--- config.mk ---
export PLATFORM = sky130hd
export DESIGN_NAME = demux_scheduler
export DESIGN_NICKNAME = d
export VERILOG_FILES = /design/src/rtl/demux_scheduler.sv
export SDC_FILE = /design/constraint.sdc
export NUM_CORES = 1
export LEC_CHECK = 0
export ABC_CLOCK_PERIOD_IN_PS = 5800
export CORE_MARGIN = 2
export CORE_UTILIZATION = 63
export DETAILED_ROUTE_END_ITERATION = 10
export DONT_BUFFER_PORTS = 1
export PLACE_DENSITY_LB_ADDON = 0.05
export SLEW_MARGIN = 20
export SYNTH_ARGS = -nofsm -noshare
export SYNTH_HDL_FRONTEND = slang
export SYNTH_SLANG_ARGS = --single-unit
--- constraint.sdc ---
create_clock -name clk -period 5.8 [get_ports clk]
set_clock_uncertainty 0.15 [all_clocks]
set_input_delay 1.16 -clock clk [delete_from_list [all_inputs] [get_ports clk]]
set_output_delay 1.16 -clock clk [all_outputs]
set_load 0.005 [all_outputs]
--- src/rtl/demux_scheduler.sv ---
// demux_scheduler: steers fixed-length frames of beats from one upstream
// stream onto one of two downstream channels. Channels are granted
// round-robin per frame, with a skip to the other channel when only it is
// ready. A one-beat output register decouples the channels from upstream.
module demux_scheduler #(
    parameter int WIDTH     = 8,
    parameter int FRAME_LEN = 4
) (
    input  logic             clk,
    input  logic             reset_n,
    input  logic [WIDTH-1:0] Data_in,
    input  logic             in_valid,
    output logic             in_ready,
    output logic [WIDTH-1:0] Data_out_0,
    output logic             valid_0,
    input  logic             ready_0,
    output logic [WIDTH-1:0] Data_out_1,
    output logic             valid_1,
    input  logic             ready_1,
    output logic             sel,
    output logic             frame_done
);

    typedef enum logic [1:0] {IDLE, SEND, DRAIN} state_t;

    localparam logic [7:0] LAST_BEAT = 8'(FRAME_LEN - 1);

    state_t           state;
    state_t           state_nxt;
    logic [WIDTH-1:0] obuf;
    logic             ovalid;
    logic [7:0]       bcnt;
    logic             last;
    logic             ready_sel;
    logic             take;
    logic             accept;
    logic             grant;
    logic             rdy_pref;
    logic             rdy_other;

    // Handshake terms for the channel that currently owns the frame.
    always_comb begin
        ready_sel = sel ? ready_1 : ready_0;
        take      = ovalid && ready_sel;
        accept    = in_valid && in_ready;
    end

    // Round-robin grant: prefer the channel not used last, unless only the
    // other one is ready right now.
    always_comb begin
        rdy_pref  = last ? ready_0 : ready_1;
        rdy_other = last ? ready_1 : ready_0;
        grant     = (!rdy_pref && rdy_other) ? last : ~last;
    end

    // Next-state and upstream ready.
    always_comb begin
        state_nxt = state;
        in_ready  = 1'b0;
        case (state)
            IDLE: begin
                if (in_valid) state_nxt = SEND;
            end
            SEND: begin
                in_ready = !ovalid || ready_sel;
                if (in_valid && in_ready && (bcnt == LAST_BEAT)) state_nxt = DRAIN;
            end
            DRAIN: begin
                if (take) state_nxt = IDLE;
            end
            default: state_nxt = IDLE;
        endcase
    end

    // State register.
    always_ff @(posedge clk or negedge reset_n) begin
        if (!reset_n) state <= IDLE;
        else          state <= state_nxt;
    end

    // Output register; cleared when emptied so idle outputs read zero.
    always_ff @(posedge clk or negedge reset_n) begin
        if (!reset_n) begin
            obuf   <= '0;
            ovalid <= 1'b0;
        end else if (accept) begin
            obuf   <= Data_in;
            ovalid <= 1'b1;
        end else if (take) begin
            obuf   <= '0;
            ovalid <= 1'b0;
        end
    end

    // Frame control: channel ownership, beat count, round-robin history.
    always_ff @(posedge clk or negedge reset_n) begin
        if (!reset_n) begin
            sel        <= 1'b0;
            last       <= 1'b1;
            bcnt       <= 8'd0;
            frame_done <= 1'b0;
        end else begin
            frame_done <= (state == DRAIN) && take;
            if (state == IDLE && in_valid) begin
                sel  <= grant;
                bcnt <= 8'd0;
            end else if (accept) begin
                bcnt <= (bcnt == LAST_BEAT) ? 8'd0 : bcnt + 8'd1;
            end
            if (state == DRAIN && take) last <= sel;
        end
    end

    // Steering: only the owning channel sees the output register.
    always_comb begin
        valid_0    = ovalid && !sel;
        valid_1    = ovalid && sel;
        Data_out_0 = sel ? '0 : obuf;
        Data_out_1 = sel ? obuf : '0;
    end

endmodule

==> results.toml <==
[worst_setup_path]
timing.reg2reg.setup_slack_ns = 3.45
reg2reg_depth = 3
cp_max_fo = 22
critical_path_class = "flop to primary output"
crit_required_ns = 4.49
startpoint_type = "flop"
r2r-end = "obuf[3]$_DFFE_PN0P_"
worst_setup_path_end_kind = "primary output"
r2r_start = "sel$_DFFE_PN0N_"
crit_arrival_ns = 1.83

[route]
first_pass_iters = 4
vias = 869
drtIter0Drc = 11
avgViaCountPerCell = 5.87
drt-wirelength-per-cell_um = 13.9
wl_um = 2060
ant_nets = 0
route.detailed.drc = 0

[global_routing]
grt_use_total_pct = 20.6
grt_max_degree = 23
met1_usage_pct = 27.5
antenna_found_initial = 0
grt_pass1_wl_um = 3220
met2_usage_pct = 34.2
grt_overflow = 0
busiest_layer = "met2"
met3_usage_pct = 3.46
grt_pass1_vias = 746

[sta]
maxSlewHeadroom_pct = 43.1
rsz0062_at_grt = "no"
drv_slew = 0
hold_viol = 0
clock.fmax_ghz = 0.318
fin_setup_tns_ns = 0
final.period_utilization_pct = 54.1
setup_viol = 0
period_needed_ns = 3.14
worst_pin_slew_ns = 0.852

[clock_tree]
cts_hold_buffers = 0
cts_resized = 0
clock_latency_ns = 0.30
cts_tree = "yes"
clock_path_buffers = 2
clk_pin_slew_ns = 0.11
htreeDepth = 1
cts-root-buf = "clkbuf_4"
numClockSinks = 22
cts_buffers = 3
post_cts_buffers = 0

[synthesis]
ys_seq_area_share_pct = 46.9
yosys_warnings = 0
synth_top_flop_cell = "dfrtp_1"
syn_avg_cell_area_um2 = 9.48
syn-cell-area_um2 = 1180
yosysUniqueCellTypes = 34
syn_nets = 138
synth_edf_count = 0
netlist_instances = 124
ys_async_sr_fraction_pct = 100
synth_seq_cells = 22

[finish]
drive_gt1_share_pct = 10.6
nFillCells = 149
diodes = 0
regArea_um2 = 552
area_growth_pct = 3.19
multiInputGateArea_um2 = 597
nNetsFinal = 138

[placement]
gp_congestion = 0.727
io_buffers = 0
dpl.hpwl_um = 1530

[status]
status = "complete, no violations"

[pwr]
p_per_area_nw_per_um2 = 354
p_leak_nw = 0.527
p_total_mw = 0.430
ir_drop_uv = 171

[floorplan]
dieWidth_um = 47.2
die-area_um2 = 2230
coreArea_um2 = 1750
fp.dieH_um = 47.2
io_pins = 34
std_cell_rows = 15
start_util_pct = 67.4

[job]
drv_cap = 0

[worst_hold_path]
min_path_type = "input pin to async pin"
worst max-delay path by stage:
stage                    startpoint       end  slack, ns
global route        sel$_DFFE_PN0N_  in_ready       2.48
floorplan                   ready_1  in_ready       2.81
detailed placement          ready_1  in_ready       2.68
CTS                 sel$_DFFE_PN0N_  in_ready       2.66
global placement            ready_1  in_ready       2.74
finish              sel$_DFFE_PN0N_  in_ready       2.66
power by group:
group          switching [mW]  leakage, nW  internal, mW
registers              0.0467        0.272         0.190
clock network          0.0426       0.0150        0.0268
logic                  0.0667        0.241        0.0573
total                   0.156        0.527         0.274
metrics by stage:
step	hold slack (ns)	util [%]	cell area [um2]	std cells	worst slack (ns)
4_1_cts	0.371	69.5	1210	148	2.66
2_1_floorplan	0.327	-	1180	124	2.81
6_report	0.388	69.5	1210	148	2.66
3_3_place_gp	0.360	68.0	1190	144	2.74
3_5_place_dp	0.370	68.0	1190	144	2.68
5_1_grt	0.358	69.5	1210	148	2.48
logic make-up (layout without fill, tap and decap cells):
logic type	count (synthesis)	after routing	synth area share [%]
compound gates	30	30	18.3
fa+ha+maj	2	2	1.91
buf+inv	7	6	2.34
flops	22	22	46.9
mux	3	3	2.77
simple gates	60	60	27.8
cells in the final DEF (no fill, tap or decap), types with 2 or more instances in the layout:
cell type | synthesis | layout
dfrtp_1 | 21 | 21
nand2_1 | 20 | 20
nor2b_1 | 12 | 12
o21ai_0 | 11 | 11
and2_1 | 9 | 9
a22o_1 | 5 | 5
and3_1 | 5 | 5
o21ai_1 | 4 | 4
nor2_1 | 3 | 3
nand2b_1 | 3 | 3
nor3_1 | 3 | 3
clkbuf_4 | 0 | 3
mux2_2 | 2 | 2
inv_1 | 2 | 2
cells in the mapped netlist (all sizes together), types with 2 or more instances:
library cell | instances | share of area [%]
nor2 | 4 | 1.5
nand2b | 3 | 1.6
clkbuf | 4 | 1.3
nor2b | 12 | 6.4
a22o | 5 | 3.7
nor3 | 3 | 1.3
nand2 | 20 | 6.4
mux2 | 2 | 1.9
and2 | 9 | 4.8
and3 | 5 | 2.7
o21ai | 15 | 6.4
inv | 2 | 0.64
dfrtp | 21 | 45
worst max-delay path: stages, from the launching register on:
cell and delay (ns):
dfrtp_1 0.73, mux2i_1 0.49, nand2_1 0.16, nand2_1 0.09, nor2_1 0.05
area by class of cell:
class / count / area share, %
clock buffer: 4 / 2.16
inverter: 2 / 0.619
multi-input combinational: 95 / 49.2
sequential: 22 / 45.5
tap: 25 / 2.58
per-layer routing:
metal | vias to the layer above | part of all wire, %
met5 | - | 0
met4 | 0 | 0.92
met3 | 4 | 4.5
met2 | 25 | 47
met1 | 405 | 48
li1 | 435 | -
state kept, by name (all words and copies together), names as in the netlist:
name and flops:
last 1, obuf 8, frame_done 1, state 2, bcnt 8, ovalid 1
sel 1
No activity file was read; power rests on OpenSTA's default activity.
